===== src/rtl/pio_bidir_irq.sv =====
// Avalon-MM bidirectional PIO: per-bit direction, atomic set/clear of outputs,
// synchronised edge capture with a maskable level interrupt.
module pio_bidir_irq #(
    parameter int unsigned DATA_WIDTH  = 32,
    parameter logic [31:0] OUT_RESET   = '0,
    parameter logic [31:0] DIR_RESET   = '0,
    parameter int unsigned EDGE_TYPE   = 0,
    parameter int unsigned SYNC_STAGES = 2
) (
    input  logic                  clk,
    input  logic                  reset_n,
    input  logic [2:0]            address,
    input  logic                  chipselect,
    input  logic                  write_n,
    input  logic [31:0]           writedata,
    output logic [31:0]           readdata,
    input  logic [DATA_WIDTH-1:0] in_port,
    output logic [DATA_WIDTH-1:0] out_port,
    output logic [DATA_WIDTH-1:0] oe_port,
    output logic                  irq
);

    localparam int unsigned W          = DATA_WIDTH;
    localparam int unsigned ARM_CYCLES = SYNC_STAGES + 1;
    localparam int unsigned ARM_W      = $clog2(ARM_CYCLES + 1);
    localparam logic [ARM_W-1:0] ARM_DONE = ARM_W'(ARM_CYCLES);

    localparam logic [2:0] ADDR_DATA   = 3'd0;
    localparam logic [2:0] ADDR_DIR    = 3'd1;
    localparam logic [2:0] ADDR_MASK   = 3'd2;
    localparam logic [2:0] ADDR_EDGE   = 3'd3;
    localparam logic [2:0] ADDR_OUTSET = 3'd4;
    localparam logic [2:0] ADDR_OUTCLR = 3'd5;

    logic [W-1:0]                  data_out_q, data_out_d;
    logic [W-1:0]                  dir_q, dir_d;
    logic [W-1:0]                  mask_q, mask_d;
    logic [W-1:0]                  cap_q, cap_d;
    logic                          irq_q, irq_d;
    logic [SYNC_STAGES-1:0][W-1:0] sync_q, sync_d;
    logic [W-1:0]                  prev_q, prev_d;
    logic [ARM_W-1:0]              arm_q, arm_d;

    logic         wr;
    logic [W-1:0] wdata;
    logic [W-1:0] in_sync;
    logic [W-1:0] edge_raw;
    logic [W-1:0] det;
    logic [W-1:0] clr;
    logic [W-1:0] rd_word;

    assign wr      = chipselect & ~write_n;
    assign wdata   = writedata[W-1:0];
    assign in_sync = sync_q[SYNC_STAGES-1];

    // Next-state: synchroniser, arm window, edge capture, irq and register writes
    always_comb begin
        data_out_d = data_out_q;
        dir_d      = dir_q;
        mask_d     = mask_q;
        cap_d      = cap_q;
        irq_d      = irq_q;
        sync_d     = {sync_q[SYNC_STAGES-2:0], in_port};
        prev_d     = in_sync;
        arm_d      = arm_q;
        edge_raw   = '0;
        det        = '0;
        clr        = '0;

        if (arm_q != ARM_DONE) begin
            arm_d = arm_q + ARM_W'(1);
        end

        if (EDGE_TYPE == 0) begin
            edge_raw = in_sync & ~prev_q;
        end else if (EDGE_TYPE == 1) begin
            edge_raw = ~in_sync & prev_q;
        end else begin
            edge_raw = in_sync ^ prev_q;
        end

        // Zero-initialised chain would fake edges on pins idling high
        if (arm_q == ARM_DONE) begin
            det = edge_raw;
        end

        if (wr && (address == ADDR_EDGE)) begin
            clr = wdata;
        end
        cap_d = (cap_q & ~clr) | det;
        irq_d = |(cap_q & mask_q);

        if (wr) begin
            case (address)
                ADDR_DATA:   data_out_d = wdata;
                ADDR_DIR:    dir_d      = wdata;
                ADDR_MASK:   mask_d     = wdata;
                ADDR_OUTSET: data_out_d = data_out_q | wdata;
                ADDR_OUTCLR: data_out_d = data_out_q & ~wdata;
                default:     ;
            endcase
        end
    end

    always_ff @(posedge clk or negedge reset_n) begin
        if (!reset_n) begin
            data_out_q <= OUT_RESET[W-1:0];
            dir_q      <= DIR_RESET[W-1:0];
            mask_q     <= '0;
            cap_q      <= '0;
            irq_q      <= 1'b0;
            sync_q     <= '0;
            prev_q     <= '0;
            arm_q      <= '0;
        end else begin
            data_out_q <= data_out_d;
            dir_q      <= dir_d;
            mask_q     <= mask_d;
            cap_q      <= cap_d;
            irq_q      <= irq_d;
            sync_q     <= sync_d;
            prev_q     <= prev_d;
            arm_q      <= arm_d;
        end
    end

    // Zero-wait-state readback
    always_comb begin
        rd_word = '0;
        case (address)
            ADDR_DATA: rd_word = (dir_q & data_out_q) | (~dir_q & in_sync);
            ADDR_DIR:  rd_word = dir_q;
            ADDR_MASK: rd_word = mask_q;
            ADDR_EDGE: rd_word = cap_q;
            default:   rd_word = '0;
        endcase
        readdata = 32'(rd_word);
    end

    assign out_port = data_out_q;
    assign oe_port  = dir_q;
    assign irq      = irq_q;

endmodule


===== config.mk =====
export PLATFORM = sky130hd
export DESIGN_NAME = pio_bidir_irq
export DESIGN_NICKNAME = d
export VERILOG_FILES = /design/src/rtl/pio_bidir_irq.sv
export SDC_FILE = /design/constraint.sdc
export NUM_CORES = 1
export LEC_CHECK = 0
export BUFFER_PORTS_ARGS = -buffer_cell sky130_fd_sc_hd__buf_2
export CAP_MARGIN = 10
export CELL_PAD_IN_SITES_DETAIL_PLACEMENT = 1
export CELL_PAD_IN_SITES_GLOBAL_PLACEMENT = 2
export CORE_UTILIZATION = 36
export CTS_CLUSTER_DIAMETER = 40
export CTS_CLUSTER_SIZE = 40
export DETAILED_ROUTE_END_ITERATION = 16
export PLACE_DENSITY_LB_ADDON = 0.1
export RECOVER_POWER = 50
export SETUP_SLACK_MARGIN = 0.3
export SLEW_MARGIN = 25
export SYNTH_ARGS = -nofsm -noshare
export SYNTH_HDL_FRONTEND = slang
export SYNTH_SLANG_ARGS = --single-unit

===== constraint.sdc =====
create_clock -name clk -period 3.83 [get_ports clk]
set_input_delay 0.383 -clock clk [delete_from_list [all_inputs] [get_ports clk]]
set_output_delay 0.383 -clock clk [all_outputs]
set_load 0.02 [all_outputs]

# [Word-level counts from Yosys, hierarchy flattened]
# Index checks and enable logic that the tools add are counted.
[classes] muxes=4 n_bitwise=15 addsub=1 reduce_logical=7 eq_ne=7
[ops] operator="32-bit bitwise AND" count=6
[ops] operator="32-bit inverter" count=4
[ops] operator="32-bit case mux with 4 select lines" count=1
[ops] operator="32-bit bitwise OR" count=3
[ops] operator="32-bit case mux with 3 select lines" count=1
[ops] operator="32-bit two-way mux" count=2
[ops] operator="32-bit OR reduction" count=1
[ops] operator="3-bit by 2-bit equality test with 1-bit output, second input constant" count=2
[ops] operator="3-bit equality test, second input constant" count=2
[ops] operator="2-bit AND reduction" count=3
[ops] operator="3-bit by 1-bit equality test with 1-bit output, second input constant" count=1
[ops] operator="3-bit zero test" count=1
[ops] operator="3-bit nonzero test" count=1
[ops] operator="2-bit by 1-bit adder with 2-bit output, second input constant" count=1
[ops] operator="2-bit equality test, second input constant" count=1
[ops] operator="2-bit inequality test, second input constant" count=1
[ops] operator="1-bit bitwise AND" count=1
[ops] operator="1-bit logical AND" count=1
[ops] operator="1-bit inverter" count=1
[totals] out_inout_bits=97 reg_bits=227 in_bits=71

# [Depth between registers and ports, before layout]
[depth] ltp_word=7 ltp_mapped=6 ltp_nobuf=3

# [Least setup slack after synthesis]
# No wires, ideal clock.
[synth_timing] kind="in2out" from="input port address[1]" to="output port readdata[10]" required_ns=3.447 cell_stages=4 path_slack_ns=1.998 t_arrival_ns=1.449 cell_sequence="buf_4 > clkbuf_1 > a211oi_1 > a211oi_1"
[synth_between] elab_chain_len=2 elab_cells_between_ends=5 cone_classes="3 x eq/ne; 1 x mux; 1 x reduce/logical"
[synth_lines] element="from (decl)" line_no="12" text="input logic [2:0] address,"
[synth_lines] element="3-bit by 2-bit equality test with 1-bit output, or another cell as far along" line_no="130" text="case (address)"
[synth_lines] element="32-bit case mux with 4 select lines (*)" line_no="130"
[synth_lines] element="to (decl)" line_no="16" text="output logic [31:0] readdata,"
# Mark *: on every way between the ends. The rest lies on a longest branch, timed or not.

# [Worst setup path in the final report]
[layout_timing] from="input port address[0]" to="output port readdata[31]"
# Same word-level chain as after synthesis.

==> impl_metrics.tcl <==
set metrics [dict create \
    netlist-cell-type-count 32 \
    max-vdd-ir-drop_v 0.000356 \
    synth_edf_count 0 \
    drt-total-wl_mm 29.6 \
    first_iter_violations 436 \
    path_cells "buf_2, and3b_2, buf_4, o2bb2ai_1, a221o_1, buf_2" \
    startpoint_type "input pin" \
    syn_area_um2 9100 \
    cp-end-kind "primary output" \
    drc 0 \
    synth_area_leader_cell "dfrtp_1" \
    failed_checks "capacitance limit, slew limit" \
    cts_buffers 39 \
    leakage_nw 5.40 \
    ys_seq_area_frac 0.624 \
    hold_class "in -> reg" \
    pwr_density_cell_nw_per_um2 638 \
    clockBufferDepth 3 \
    layout-drive-gt1-share 0.312 \
    cts_root_buf "clkbuf_16" \
    fin_crit_ps 2800 \
    stdcell_area_um2 11900 \
    nets 946 \
    grt.met2_usage 0.373 \
    crit_top_cell "buf_2" \
    avgSynthCellArea_um2 13.6 \
    track_usage 0.237 \
    hold_violations 0 \
    cts_max_level 2 \
    worst-path-buf-inv 3 \
    synth_area_leaders "dfrtp_1 (62%), o2bb2ai_1 (5.0%), mux2_2 (4.3%), mux2_1 (3.7%), mux2i_1 (3.5%)" \
    die_y_um 161 \
    clock_skew_ps 13.0 \
    die_x_um 161 \
    crit_slowest_cell "and3b_2" \
    grt_max_degree 120 \
    critPathTopFamily "buffers and inverters" \
    rsz0062_at_grt "false" \
    busiest_layer "met2" \
    cts_hold_buf 31 \
    dieArea_um2 25900 \
    cp_max_fo 29 \
    max_freq_mhz 357 \
    relSlewSlack -0.278 \
    port_buffers 167 \
    via_count 6733 \
    async_reset_ff_frac 1.00 \
    use_met3 0.0465 \
    dr.pass1.iters 4 \
    cts.clk_slew.worst_paths_ps 40 \
    crit_type "in -> out" \
    setup_viol 0 \
    gp_congestion 0.778 \
    diodes 0 \
    vias_per_cell 5.50 \
    grt_overflow_total 0 \
    synth_seq_cells 227 \
    grt_pass1_wl_mm 46.2 \
    core_area_um2 24500 \
    drv_cap 1 \
    antenna_found_initial 1 \
    synth.most_common_cell "dfrtp_1" \
    grtUsageMet1 0.330 \
    status "finished with violations" \
    synth_top_cell_area_share 0.624 \
    slew_viol_final 31 \
    critPathRequiredTime_ps 3450 \
    cts_tree "yes" \
    syn_nets 739 \
    synth_flop_cell "dfrtp_1" \
    finalSetupTns_ps 0 \
    grt_pass1_vias 7426 \
    synth_warnings 0 \
    ctsResizeCount 0 \
    clk_latency_ps 510 \
    synth_cells 667 \
    area_growth_pct 31.1 \
    post-route-period-util 0.731 \
    post_cts_buffers 0 \
    synth_common_cells "dfrtp_1 (227), o2bb2ai_1 (52), nand3_1 (47)" \
    hold_slack_ps 64.7 \
    wl_per_cell_um 24.2 \
    boundaryPins 168 \
    start_util 0.371 \
    cpPeakStageDelay_ps 790 \
    place_area_um2 10300 \
    dp_hpwl_mm 18.4 \
    rows 57 \
    clock_sinks 227 \
    worstMarginPinSlew_ps 1920 \
    ant_nets 0 \
    crit_arrival_ps 2420 \
]
-- layout make-up --
cell class	instances	area (um2)
inverters	1	3.75
flip-flops and latches	227	5680
multi-input cells	391	3180
well taps	324	405
clock buffers	52	1120
fillers	2532	12600
repair buffers	214	1330
clock inverters	15	205
-- flip-flops by register name, summed over array words and instances, names as in the netlist --
signal	count
prev_q	32
oe_port	32
cap_q	32
sync_d	32
mask_q	32
out_port	32
arm_q	2
in_sync	32
irq	1
-- through the flow --
stage / instances / utilization / total power, W / setup slack, ps
2_1_floorplan: 667 / - / 0.00358 / 2000
3_3_place_gp: 1122 / 0.416 / 0.00405 / 1070
3_5_place_dp: 1124 / 0.419 / 0.00410 / 1020
4_1_cts: 1222 / 0.485 / 0.00766 / 1020
5_1_grt: 1224 / 0.486 / 0.00791 / 721
6_report: 1224 / 0.486 / 0.00760 / 1030
-- cells by family (layout without fill, tap and decap cells) --
group | Yosys count | in the layout | share of synthesized area
DFF | 227 | 227 | 0.624
AOI/OAI and AO/OA | 172 | 172 | 0.160
and+or+nand+nor | 120 | 120 | 0.0689
muxes | 97 | 97 | 0.116
buffers and inverters | 49 | 282 | 0.0292
adders and majority gates | 1 | 1 | 0.00138
xor gates and xnor gates | 1 | 1 | 0.000963
-- power by group --
part	switching (W)	total [W]	internal, W
Combinational	0.000633	0.00111	0.000475
Sequential	0.000289	0.00298	0.00269
Clock	0.00115	0.00352	0.00237
-- placed cells by master (no fill, tap or decap) --
cell type | synthesis | routed
nand3_1 | 47 | 47
buf_2 | 20 | 159
nor2b_4 | 0 | 2
and3b_2 | 0 | 1
clkbuf_16 | 0 | 41
dfrtp_1 | 227 | 227
a32o_1 | 1 | 1
mux2i_1 | 32 | 32
nor2_1 | 11 | 11
o211ai_1 | 17 | 17
nor3b_4 | 2 | 3
a211oi_1 | 22 | 22
mux2_1 | 30 | 30
a22o_1 | 32 | 32
nand2_2 | 2 | 2
buf_4 | 5 | 11
clkinv_2 | 0 | 8
ha_2 | 0 | 1
buf_12 | 0 | 1
nand2b_2 | 0 | 1
xnor2_1 | 1 | 1
mux2_2 | 35 | 35
or4_1 | 1 | 1
or3_4 | 1 | 1
a221o_1 | 21 | 21
nand2b_1 | 17 | 16
nand4_1 | 4 | 4
dlygate4sd3_1 | 0 | 32
clkbuf_8 | 0 | 5
clkinvlp_4 | 0 | 2
clkbuf_1 | 15 | 14
o2bb2ai_1 | 52 | 52
o21a_1 | 11 | 11
inv_1 | 1 | 1
bufinv_16 | 0 | 5
buf_16 | 0 | 3
nand2_1 | 31 | 31
a22oi_1 | 16 | 16
-- layer usage --
layer	vias to the layer above	share of wire	wire [um]
met3	46	0.050	1490
li1	2942	-	-
met2	197	0.47	14000
met4	2	0.020	577
met1	3546	0.46	13500
met5	-	0.00044	13
-- final timing paths --
path	slack, ps	start	to	cells past startpoint
min in group asynchronous	960	reset_n	sync_d[56]	2
max reg2reg	2040	arm_q[0]	arm_q[1]	2
min	60	in_port[29]	sync_d[61]	1
max	1030	address[0]	readdata[31]	6
max in group asynchronous	1170	reset_n	mask_q[15]	4
min reg2reg	340	sync_d[59]	in_sync[27]	0
Note: power is estimated with default switching activity, not from simulation.
